==> config.mk <==
export PLATFORM = sky130hd
export DESIGN_NAME = mem_access_ctrl_flat
export DESIGN_NICKNAME = d
export VERILOG_FILES = /design/src/rtl/mem_access_ctrl_if.sv /design/src/rtl/mem_access_ctrl.sv /design/src/flat_wrapper.sv
export SDC_FILE = /design/constraint.sdc
export NUM_CORES = 1
export LEC_CHECK = 0
export BUFFER_PORTS_ARGS = -buffer_cell sky130_fd_sc_hd__buf_2
export CAP_MARGIN = 10
export CORE_MARGIN = 2
export CORE_UTILIZATION = 46
export DETAILED_ROUTE_END_ITERATION = 16
export GPL_TIMING_DRIVEN = 0
export HOLD_SLACK_MARGIN = 0.08
export PLACE_DENSITY = 0.76
export REMOVE_ABC_BUFFERS = 1
export SLEW_MARGIN = 40
export SYNTH_ARGS = -nofsm -noshare
export SYNTH_HDL_FRONTEND = slang
export SYNTH_SLANG_ARGS = --single-unit
export TNS_END_PERCENT = 20
==> constraint.sdc <==
create_clock -name clk -period 2.6 [get_ports clk]
set_input_delay 0.26 -clock clk [delete_from_list [all_inputs] [get_ports clk]]
set_output_delay 0.26 -clock clk [all_outputs]
set_load 0.05 [all_outputs]
==> src/rtl/mem_access_ctrl_if.sv <==
`default_nettype none
// ============================================================================
//  mem_access_ctrl_if
//  Core request/response, program-counter and memory bus bundle.
//  Revision: 1.0
// ============================================================================
interface mem_access_ctrl_if #(
    parameter int DATA_W = 8,
    parameter int ADR_W  = 5
);
    logic              req_valid;
    logic              req_ready;
    logic [1:0]        req_op;
    logic [ADR_W-1:0]  req_adr;
    logic [DATA_W-1:0] req_wdata;
    logic              pc_load;
    logic [ADR_W-1:0]  pc_value;
    logic [ADR_W-1:0]  pc;
    logic              resp_valid;
    logic [DATA_W-1:0] resp_data;
    logic              resp_err;
    logic              mem_read;
    logic              mem_write;
    logic [ADR_W-1:0]  adr;
    logic [DATA_W-1:0] write_data;
    logic [DATA_W-1:0] read_data;

    // Core plus memory side
    modport master (
        output req_valid, req_op, req_adr, req_wdata, pc_load, pc_value, read_data,
        input  req_ready, pc, resp_valid, resp_data, resp_err,
               mem_read, mem_write, adr, write_data
    );

    // Controller side
    modport slave (
        input  req_valid, req_op, req_adr, req_wdata, pc_load, pc_value, read_data,
        output req_ready, pc, resp_valid, resp_data, resp_err,
               mem_read, mem_write, adr, write_data
    );
endinterface
`default_nettype wire

==> src/rtl/mem_access_ctrl.sv <==
`default_nettype none
// ============================================================================
//  mem_access_ctrl
//  Three-state (IDLE/ACCESS/RESP) fetch/load/store controller with PC.
//  Revision: 1.0
// ============================================================================
module mem_access_ctrl #(
    parameter int DATA_W = 8,
    parameter int ADR_W  = 5
) (
    input  wire logic        clk,
    input  wire logic        rst,
    mem_access_ctrl_if.slave bus
);
    localparam logic [1:0] c_OP_FETCH   = 2'b00;
    localparam logic [1:0] c_OP_LOAD    = 2'b01;
    localparam logic [1:0] c_OP_STORE   = 2'b10;
    localparam logic [1:0] c_OP_ILLEGAL = 2'b11;

    typedef enum logic [1:0] {
        IDLE   = 2'd0,
        ACCESS = 2'd1,
        RESP   = 2'd2
    } state_t;

    state_t            r_state;
    state_t            w_next;
    logic              w_accept;
    logic [1:0]        r_op;
    logic [ADR_W-1:0]  r_pc;
    logic              r_mem_read;
    logic              r_mem_write;
    logic [ADR_W-1:0]  r_adr;
    logic [DATA_W-1:0] r_write_data;
    logic [DATA_W-1:0] r_resp_data;

    assign w_accept = (r_state == IDLE) && bus.req_valid;

    always_comb begin
        w_next = r_state;
        case (r_state)
            IDLE:    if (w_accept) w_next = (bus.req_op == c_OP_ILLEGAL) ? RESP : ACCESS;
            ACCESS:  w_next = RESP;
            RESP:    w_next = IDLE;
            default: w_next = IDLE;
        endcase
    end

    always_ff @(posedge clk) begin
        if (rst) begin
            r_state      <= IDLE;
            r_op         <= c_OP_FETCH;
            r_pc         <= '0;
            r_mem_read   <= 1'b0;
            r_mem_write  <= 1'b0;
            r_adr        <= '0;
            r_write_data <= '0;
            r_resp_data  <= '0;
        end else begin
            r_state     <= w_next;
            r_mem_read  <= 1'b0;
            r_mem_write <= 1'b0;

            if (w_accept) begin
                r_op <= bus.req_op;
                case (bus.req_op)
                    // A same-edge pc_load redirects the fetch to the new PC
                    c_OP_FETCH: begin
                        r_mem_read <= 1'b1;
                        r_adr      <= bus.pc_load ? bus.pc_value : r_pc;
                    end
                    c_OP_LOAD: begin
                        r_mem_read <= 1'b1;
                        r_adr      <= bus.req_adr;
                    end
                    c_OP_STORE: begin
                        r_mem_write  <= 1'b1;
                        r_adr        <= bus.req_adr;
                        r_write_data <= bus.req_wdata;
                    end
                    default: ;
                endcase
            end

            // Memory presents read_data on the falling edge inside ACCESS
            if (r_state == ACCESS && (r_op == c_OP_FETCH || r_op == c_OP_LOAD))
                r_resp_data <= bus.read_data;

            // An explicit pc_load always wins over the fetch increment
            if (bus.pc_load)
                r_pc <= bus.pc_value;
            else if (r_state == ACCESS && r_op == c_OP_FETCH)
                r_pc <= r_pc + ADR_W'(1);
        end
    end

    assign bus.req_ready  = (r_state == IDLE);
    assign bus.resp_valid = (r_state == RESP);
    assign bus.resp_err   = (r_state == RESP) && (r_op == c_OP_ILLEGAL);
    assign bus.resp_data  = r_resp_data;
    assign bus.pc         = r_pc;
    assign bus.mem_read   = r_mem_read;
    assign bus.mem_write  = r_mem_write;
    assign bus.adr        = r_adr;
    assign bus.write_data = r_write_data;
endmodule
`default_nettype wire

==> src/flat_wrapper.sv <==
// flat-port wrapper written by rule: the top's interface ports become plain ports
module mem_access_ctrl_flat 
#(
    parameter int DATA_W = 8,
    parameter int ADR_W  = 5
)
  (clk, rst, bus_req_valid, bus_req_op, bus_req_adr, bus_req_wdata, bus_pc_load, bus_pc_value, bus_read_data, bus_req_ready, bus_pc, bus_resp_valid, bus_resp_data, bus_resp_err, bus_mem_read, bus_mem_write, bus_adr, bus_write_data);
  mem_access_ctrl_if #(.DATA_W(DATA_W), .ADR_W(ADR_W)) bus_i ();
  input  wire logic clk;
  input  wire logic rst;
  input wire logic [$bits(bus_i.req_valid)-1:0] bus_req_valid;
  input wire logic [$bits(bus_i.req_op)-1:0] bus_req_op;
  input wire logic [$bits(bus_i.req_adr)-1:0] bus_req_adr;
  input wire logic [$bits(bus_i.req_wdata)-1:0] bus_req_wdata;
  input wire logic [$bits(bus_i.pc_load)-1:0] bus_pc_load;
  input wire logic [$bits(bus_i.pc_value)-1:0] bus_pc_value;
  input wire logic [$bits(bus_i.read_data)-1:0] bus_read_data;
  output wire logic [$bits(bus_i.req_ready)-1:0] bus_req_ready;
  output wire logic [$bits(bus_i.pc)-1:0] bus_pc;
  output wire logic [$bits(bus_i.resp_valid)-1:0] bus_resp_valid;
  output wire logic [$bits(bus_i.resp_data)-1:0] bus_resp_data;
  output wire logic [$bits(bus_i.resp_err)-1:0] bus_resp_err;
  output wire logic [$bits(bus_i.mem_read)-1:0] bus_mem_read;
  output wire logic [$bits(bus_i.mem_write)-1:0] bus_mem_write;
  output wire logic [$bits(bus_i.adr)-1:0] bus_adr;
  output wire logic [$bits(bus_i.write_data)-1:0] bus_write_data;
  assign bus_i.req_valid = bus_req_valid;
  assign bus_i.req_op = bus_req_op;
  assign bus_i.req_adr = bus_req_adr;
  assign bus_i.req_wdata = bus_req_wdata;
  assign bus_i.pc_load = bus_pc_load;
  assign bus_i.pc_value = bus_pc_value;
  assign bus_i.read_data = bus_read_data;
  assign bus_req_ready = bus_i.req_ready;
  assign bus_pc = bus_i.pc;
  assign bus_resp_valid = bus_i.resp_valid;
  assign bus_resp_data = bus_i.resp_data;
  assign bus_resp_err = bus_i.resp_err;
  assign bus_mem_read = bus_i.mem_read;
  assign bus_mem_write = bus_i.mem_write;
  assign bus_adr = bus_i.adr;
  assign bus_write_data = bus_i.write_data;
  mem_access_ctrl #(.DATA_W(DATA_W), .ADR_W(ADR_W)) u_core (.clk(clk), .rst(rst), .bus(bus_i));
endmodule
==> results.toml, run 1 <==
[outcome]
status = "complete, no violations"

[finish]
final_nets = 249
final_cell_count_no_fill = 246
area_growth_pct = 26.12
insertedDiodeCount = 0
drive_gt1_share_pct = 35.68

[logic_synthesis]
ys_async_sr_fraction_pct = 0
syn_avg_cell_area_sq_um = 9.205
ys_ff_latch = 32
seq_area_frac_synth_pct = 45.19
yosys_warnings = 0
synth_cells = 154
synth-edff-count = 0
synth_most_common_cell = "dfxtp_1"
synth_ff_type = "dfxtp_1"
ys_types = 31
synth_area_leaders = "dfxtp_1, mux2i_1, nand2_1"
yosysTopAreaCellShare_pct = 45.19
syn_area_sq_um = 1418
synth_commonest_cells = "dfxtp_1, nand2_1, nor2_1"
synth_top_area_cell = "dfxtp_1"

[critical_path]
crit_type = "register to register"
cp_data_arrival_time_ns = 2.05
start_kind = "register"
r2r-end = "u_core.bus.pc[3]$_SDFFE_PP0P_"
worstReg2RegStart = "u_core.r_state[0]$_SDFFE_PP0P_"
endpoint_kind = "register"
worstRegToRegCells = 3
critPathRequiredTime_ns = 2.82
path_max_fanout = 10
ff2ff_setup_slack_ns = 0.78

[routing]
first_pass_iters = 6
vias_per_cell = 5.061
dr.first_iter.drc_count = 45
drc = 0
wl_per_cell_um = 12.18
wl_um = 2997
ant_nets = 0
vias = 1245

[floorplanning]
die_area_sq_um = 3542
rows = 20
start_util_pct = 47.21
die_w_um = 59.52
design.portCount = 63
core_sq_um = 3003
fp.dieH_um = 59.52

[clock_network]
h-tree-depth = 2
clkTransAtPathRegs_ns = 0.09
ctsHoldBuffers = 0
cts-root-buf = "clkbuf_4"
post_cts_resized = 0
clockBufferDepth = 2
insertion_delay_ns = 0.31
cts_sinks = 32
cts_tree = "yes"
cts_made_buffers = 5
cts_setup_buffers = 0

[power_and_ir_drop]
p_per_area_nw_per_um2 = 586.9
p_leak_uw = 0.0008410
vdd_ir_drop_max_v = 0.0002853

[job]
cap_violations = 0

[place]
dp_hpwl_um = 2248
io_buffer_count = 62
gp_congestion = 0.7660
place_inst = 238
dp_worst_setup_slack_ns = 0.8150

[global_route]
overflow = 0
grt_pass1_wl_um = 4968
antenna_found_initial = 0
groute.usage.overall_pct = 18.45
grt_max_degree = 33
grt_pass1_vias = 1153

[sta]
rsz0062_at_grt = "false"
maxSlewHeadroom_pct = 45.65
setup_viol = 0
fmax_mhz = 548.5
clock_skew_ns = 0.005691
post-route-period-util_pct = 70.12
fin_ws_ns = 0.7768
final-hold-violation-count = 0
fin_tns_setup_ns = 0
period_minus_slack_ns = 1.823
finalMaxSlewViolations = 0
worst_pin_slew_ns = 0.8117

[worst_hold_path]
min_path_cells = 3
worstHoldStart = "bus_req_wdata[3]"
hp-class = "input port to register"
hold_path_end = "u_core.bus.write_data[3]$_SDFFE_PP0P_"
metrics by stage:
stage	cell area (sq um)	hold WS (ns)	util, %	total power [uW]
floorplan	1366	0.3291	-	705.8
global placement	1718	0.4401	57.21	775.9
detailed placement	1729	0.4501	57.58	780.7
CTS	1788	0.1659	59.54	1063
global route	1788	0.1486	59.54	1104
finish	1788	0.1722	59.54	1049
worst max path at each step:
stage,startpoint,end,cells after the start
after floorplan,u_core.r_state[1]$_SDFFE_PP0P_,bus_resp_err,2
after global placement,u_core.r_state[0]$_SDFFE_PP0P_,u_core.bus.resp_data[4]$_SDFFE_PP0P_,3
after detailed placement,u_core.r_state[0]$_SDFFE_PP0P_,u_core.bus.pc[3]$_SDFFE_PP0P_,3
after CTS,u_core.r_state[0]$_SDFFE_PP0P_,u_core.bus.pc[3]$_SDFFE_PP0P_,3
after global routing,u_core.r_state[0]$_SDFFE_PP0P_,u_core.bus.pc[4]$_SDFFE_PP0P_,3
final,u_core.r_state[0]$_SDFFE_PP0P_,u_core.bus.pc[3]$_SDFFE_PP0P_,3
logic make-up (layout without fill, tap and decap cells):
group,Yosys count,after routing,synth area share [%]
adders and majority gates,5,5,4.413
xor gates and xnor gates,1,1,0.6179
buffers and inverters,17,76,5.207
AOI/OAI and AO/OA,23,23,10.06
muxes,20,20,14.56
and+or+nand+nor,56,56,19.95
DFF,32,32,45.19
sequential cells by signal, indices dropped and copies added (netlist names):
name,count
u_core.bus.resp_data,8
u_core.bus.mem_write,1
u_core.r_state,2
u_core.bus.mem_read,1
u_core.bus.adr,5
u_core.bus.pc,5
u_core.bus.write_data,8
u_core.r_op,2
per-layer routing:
layer	vias to the layer above	part of all wire, %	track usage, %
met3	4	3.8	5.240
met2	28	50	30.77
met5	-	0	0
met1	566	45	22.63
met4	0	1.7	6.667
li1	647	-	-
layout by cell type (no fill, tap or decap), drive strengths merged, types with 6 or more instances in the layout:
cell type  count
mux2i         15
nor2          17
a21oi          9
nand2b         6
clkbuf         8
dfxtp         32
buf           62
nand2         18
worst max-delay path, stage by stage (launching register included):
cell and delay, ns:
dfxtp_1 0.52, or4b_1 0.59, or3_1 0.38, a311oi_1 0.24
area by class of cell:
class	instances	area, sq um
fillers	292	1215
repair buffers	62	310.3
well taps	33	41.29
clock buffers	8	58.81
flip-flops and latches	32	640.6
multi-input cells	105	714.4
inverters	6	22.52
where the power goes:
part | internal, uW | switching (uW) | leakage, uW
combinational | 78.8 | 153 | 0.000547
sequential | 516 | 21.0 | 0.000262
clock | 133 | 147 | 0.0000326
total | 728 | 322 | 0.000841
No activity file was read; power rests on OpenSTA's default activity.
==> run 2, diff against run 1 <==
CORE_UTILIZATION = 42   (was 46)
PLACE_DENSITY = 0.73   (was 0.76)
clock period = 1.5 ns   (was 2.6 ns; I/O delays follow)
==> run 2 against run 1 <==
  * Clock skew hardly changed
  * Register-to-register slack worse by 0.81 ns
  * Non-clock buffer count is 23 higher
  * Largest power group unchanged
  * The run now ends with setup timing left
  * Highest routed layer unchanged
  * Critical endpoint is now u_core.bus.pc[4]$_SDFFE_PP0P_
  * Design area is 15% higher
==> results.toml, run 2 (synthesis gave the netlist of run 1 again) <==
[floorplanning]
start_util_pct = 43.16
rows = 21
die_w_um = 62.10
core_sq_um = 3284
design.portCount = 63
die_area_sq_um = 3856
fp.dieH_um = 62.10

[power_and_ir_drop]
p_leak_uw = 0.0009554
p_per_area_nw_per_um2 = 890.2
vdd_ir_drop_max_v = 0.0005042

[sta]
fmax_mhz = 653.5
post-route-period-util_pct = 102.0
clock_skew_ns = 0.005655
worst_pin_slew_ns = 0.5523
finalMaxSlewViolations = 0
rsz0062_at_grt = "true"
fin_ws_ns = -0.03030
period_minus_slack_ns = 1.530
setup_viol = 3
final-hold-violation-count = 0
maxSlewHeadroom_pct = 63.18
fin_tns_setup_ns = -0.07387

[critical_path]
cp_slowest_cell = "or4b_4"
critPathRequiredTime_ns = 1.73
endpoint_kind = "register"
worstRegToRegCells = 3
path_cells = "or4b_4 -> or3_4 -> a311oi_2"
path_max_fanout = 7
start_kind = "register"
crit_type = "register to register"
cpPeakStageDelay_ns = 0.53
cp_data_arrival_time_ns = 1.76

[place]
dp_worst_setup_slack_ns = -0.2913
dp_hpwl_um = 2245
io_buffer_count = 62
placed_area_sq_um = 1753
gp_congestion = 0.7375

[global_route]
grt.met1_usage_pct = 20.51
use_met3_pct = 3.727
overflow = 0
grt_max_degree = 33
antenna_found_initial = 0
grt_pass1_wl_um = 5085
groute.usage.overall_pct = 17.66
grt_pass1_vias = 1196
grtUsageMet2_pct = 32.14
busiest_layer = "met2"

[finish]
area_growth_pct = 45.54
final_cell_area_sq_um = 2063
drive_gt1_share_pct = 39.15
final_common_cell = "buf_2"
final_nets = 272
final_cell_mix = "buf_2, dfxtp_1, nand2_1, nor2_1, dlygate4sd3_1"
final_core_util_pct = 62.82
insertedDiodeCount = 0

[clock_network]
insertion_delay_ns = 0.32
clkTransAtPathRegs_ns = 0.10
cts_tree = "yes"
cts_sinks = 32
cts-root-buf = "clkbuf_4"
clockBufferDepth = 2
cts_made_buffers = 5
h-tree-depth = 2

[routing]
wl_um = 3347
wl_per_cell_um = 11.91
ant_nets = 0
vias = 1331
first_pass_iters = 5
vias_per_cell = 4.737
drc = 0
dr.first_iter.drc_count = 45

[outcome]
violations = "setup timing"
status = "complete, but fails checks"

[job]
cap_violations = 0

[worst_hold_path]
min_path_cells = 3
hp-class = "input port to register"
[run 2: changes by cell type in the layout (fill, tap and decap cells not counted), moves of 3 or more]
cell           previous run  this run
buf_4                     0         6
dfxtp_1                  32        28
dfxtp_4                   0         3
dlygate4sd3_1             0        16
[run 2: worst max-delay path: cells and delay by family (launching register included)]
kind / cells / cell delay [ns]
simple gates: 2 / 0.87
flops: 1 / 0.39
compound gates: 1 / 0.18
[run 2: final timing paths]
| kind | start | endpoint | slack (ns) |
|---|---|---|---|
| worst max-delay path | u_core.r_state[1]$_SDFFE_PP0P_ | u_core.bus.pc[4]$_SDFFE_PP0P_ | -0.03 |
| worst min register to register | u_core.bus.write_data[7]$_SDFFE_PP0P_ | u_core.bus.write_data[7]$_SDFFE_PP0P_ | 0.46 |
| worst max register to register | u_core.r_state[1]$_SDFFE_PP0P_ | u_core.bus.pc[4]$_SDFFE_PP0P_ | -0.03 |
| worst min-delay path | bus_pc_value[2] | u_core.bus.pc[2]$_SDFFE_PP0P_ | 0.10 |
[run 2: layout make-up]
class	count	area, sq um
Clock buffer	6	41.29
Clock inverter	1	5.005
Fill cell	299	1221
Inverter	6	22.52
Multi-Input combinational cell	105	754.5
Sequential cell	32	653.1
Tap cell	46	57.56
Timing Repair Buffer	85	529.3
[run 2: report_power, final]
group          switching, uW  internal (uW)  total (uW)
Clock                    269            173         442
Sequential              34.0            893         927
Combinational            282            186         468
[run 2: through the flow]
step,power [uW],instances,hold slack (ns)
after CTS,1839,280,0.09074
after global placement,1346,251,0.3846
final,1837,281,0.1008
after detailed placement,1355,252,0.3968
after global routing,1929,281,0.1132
after floorplan,1223,143,0.2191
[run 2: per-layer routing]
| metal | wire length [um] | up-vias |
|---|---|---|
| met4 | 27 | 0 |
| met3 | 107 | 2 |
| met5 | 0 | - |
| li1 | - | 690 |
| met1 | 1411 | 616 |
| met2 | 1800 | 23 |
[run 2: repair_timing]
item,CTS,global route
hold endpoints to repair,16,0
endpoints found under the setup margin,14,18
resized for setup,9,7
hold buffers,16,0
pin swaps,5,3
buffers inserted,5,1
==> run 3, diff against run 2 <==
--- a/config.mk
+++ b/config.mk
@@ -7,2 +7,3 @@
 export LEC_CHECK = 0
+export ABC_CLOCK_PERIOD_IN_PS = 1500
 export BUFFER_PORTS_ARGS = -buffer_cell sky130_fd_sc_hd__buf_2
@@ -10,3 +11,4 @@
 export CORE_MARGIN = 2
-export CORE_UTILIZATION = 42
+export CORE_UTILIZATION = 43
+export CTS_BUF_LIST = sky130_fd_sc_hd__clkbuf_4
 export DETAILED_ROUTE_END_ITERATION = 16
@@ -14,3 +16,3 @@
 export HOLD_SLACK_MARGIN = 0.08
-export PLACE_DENSITY = 0.73
+export PLACE_DENSITY = 0.75
 export REMOVE_ABC_BUFFERS = 1
==> constraint.sdc (replaced) <==
create_clock -name clk -period 1.5 [get_ports clk]
set_input_delay 0.225 -clock clk [delete_from_list [all_inputs] [get_ports clk]]
set_output_delay 0.225 -clock clk [all_outputs]
set_load 0.05 [all_outputs]
==> run 3 against run 2 <==
  * The flow still finishes with violations (setup timing)
  * Power up 9.2%
  * Clock skew is 0.0043 ns higher
  * Sequential cell count stayed put
  * Die area down 2.2%
  * Clock power rose by 49%
  * Register-to-register slack worse by 0.04 ns
  * Combinational power decreased by 10%
  * Clock-buffer cell count is the same
  * Largest power group unchanged
==> results.toml, run 3 (synthesis gave the netlist of run 1 again) <==
[routing]
dr.first_iter.drc_count = 63
wl_um = 3105
vias = 1248
wl_per_cell_um = 11.90
vias_per_cell = 4.782
first_pass_iters = 4
drc = 0
ant_nets = 0

[sta]
setup_viol = 3
finalMaxSlewViolations = 0
period_minus_slack_ns = 1.566
worst_pin_slew_ns = 0.5361
fin_ws_ns = -0.06625
maxSlewHeadroom_pct = 64.26
fmax_mhz = 638.5
final-hold-violation-count = 0
rsz0062_at_grt = "true"
clock_skew_ns = 0.009968
post-route-period-util_pct = 104.4

[critical_path]
path_cells = "or4b_4 -> or3_1 -> a311oi_1"
cp_top_family = "simple AND/OR/NAND/NOR gates"
cp_data_arrival_time_ns = 1.82
ff2ff_setup_slack_ns = -0.07
cpPeakStageDelay_ns = 0.52
start_kind = "register"
path_max_fanout = 10
cp_slowest_cell = "or4b_4"
path_buf_inv = 0
worstRegToRegCells = 3
worstReg2RegStart = "u_core.r_state[0]$_SDFFE_PP0P_"
endpoint_kind = "register"
crit_type = "register to register"
critPathRequiredTime_ns = 1.76
r2r-end = "u_core.bus.pc[3]$_SDFFE_PP0P_"

[worst_hold_path]
worstHoldStart = "bus_req_wdata[2]"
hp-class = "input port to register"
min_path_cells = 3
hold_path_end = "u_core.bus.write_data[2]$_SDFFE_PP0P_"

[finish]
final_cell_area_sq_um = 1888
final_nets = 253
final_cell_mix = "buf_2, dfxtp_1, nand2_1, nor2_1, mux2i_1"
final_cell_count_no_fill = 261
fillerInstances = 290
insertedDiodeCount = 0
final_core_util_pct = 60.85
drive_gt1_share_pct = 40.09
area_growth_pct = 33.19
final_common_cell = "buf_2"

[clock_network]
h-tree-depth = 2
clkTransAtPathRegs_ns = 0.10
cts-root-buf = "clkbuf_4"
cts_sinks = 32
insertion_delay_ns = 0.34
clockBufferDepth = 2
ctsHoldBuffers = 0
cts_tree = "yes"
cts_made_buffers = 5

[floorplanning]
rows = 20
fp.dieH_um = 61.42
die_area_sq_um = 3772
start_util_pct = 45.69
die_w_um = 61.42
design.portCount = 63
core_sq_um = 3103

[place]
placed_area_sq_um = 1750
io_buffer_count = 62
gp_congestion = 0.7414
dp_hpwl_um = 2269
dp_worst_setup_slack_ns = -0.2785
place_inst = 250

[global_route]
overflow = 0
grt_max_degree = 33
antenna_found_initial = 0
grt_pass1_wl_um = 4671
groute.usage.overall_pct = 17.14
grt_pass1_vias = 1061

[power_and_ir_drop]
p_per_area_nw_per_um2 = 1062
vdd_ir_drop_max_v = 0.0004925
p_leak_uw = 0.0008861

[job]
cap_violations = 0

[outcome]
status = "complete, but fails checks"
violations = "setup timing"
-- run 3: cell count changes in the layout (fill, tap and decap cells not counted), sizes merged --
| cell | change |
|---|---|
| dlygate4sd3 | -16 |
| buf | -2 |
| bufinv | +1 |
| clkbuf | -1 |
-- run 3: routing by layer --
metal  wire [um]  global-route usage (%)
met4          59                   10.03
met5           0                       0
met2        1493                   27.20
met1        1423                   21.24
met3         129                   3.992
-- run 3: worst max-delay path by stage --
stage                                        start                              endpoint  slack (ns)  cells after the start
finish              u_core.r_state[0]$_SDFFE_PP0P_         u_core.bus.pc[3]$_SDFFE_PP0P_       -0.07                      3
global route        u_core.r_state[1]$_SDFFE_PP0P_         u_core.bus.pc[3]$_SDFFE_PP0P_       -0.13                      3
CTS                 u_core.r_state[1]$_SDFFE_PP0P_         u_core.bus.pc[3]$_SDFFE_PP0P_       -0.07                      3
detailed placement  u_core.r_state[1]$_SDFFE_PP0P_         u_core.bus.pc[3]$_SDFFE_PP0P_       -0.28                      3
global placement    u_core.r_state[0]$_SDFFE_PP0P_  u_core.bus.resp_data[1]$_SDFFE_PP0P_       -0.66                      3
floorplan           u_core.r_state[1]$_SDFFE_PP0P_                          bus_resp_err       -0.49                      2
-- run 3: power breakdown --
part           switching, uW  leakage (uW)  internal (uW)
logic                    271      0.000577            150
registers               35.7      0.000264            892
clock network            290     0.0000456            367
-- run 3: what timing repair did --
action	CTS	global route
cloned	0	0
setup buffers	3	0
gates resized for setup	8	5
pin swaps	5	2
endpoints found under the hold margin	0	0
setup endpoints to repair	15	18
-- run 3: worst min-delay path, cell delays in order --
cell	delay, ns
buf_2	0.10
nand2_1	0.04
a21oi_1	0.05
-- run 3: through the flow --
| step | hold slack [ns] | TNS [ns] | total power (uW) |
|---|---|---|---|
| final | 0.1120 | -0.1407 | 2006 |
| after global routing | 0.09784 | -0.6301 | 2105 |
| after CTS | 0.1104 | -0.2072 | 2010 |
| after detailed placement | 0.4446 | -1.565 | 1356 |
| after global placement | 0.4405 | -8.733 | 1347 |
| after floorplan | 0.2941 | -3.127 | 1223 |
-- run 3: layout make-up --
class / instances / area [sq um] / share of cell area [%]
multi-input cells: 105 / 729.5 / 38.63
well taps: 44 / 55.05 / 2.916
repair buffers: 66 / 349.1 / 18.49
flip-flops and latches: 32 / 651.9 / 34.53
inverters: 6 / 22.52 / 1.193
clock buffers: 6 / 45.04 / 2.386
clock inverters: 2 / 35.03 / 1.856
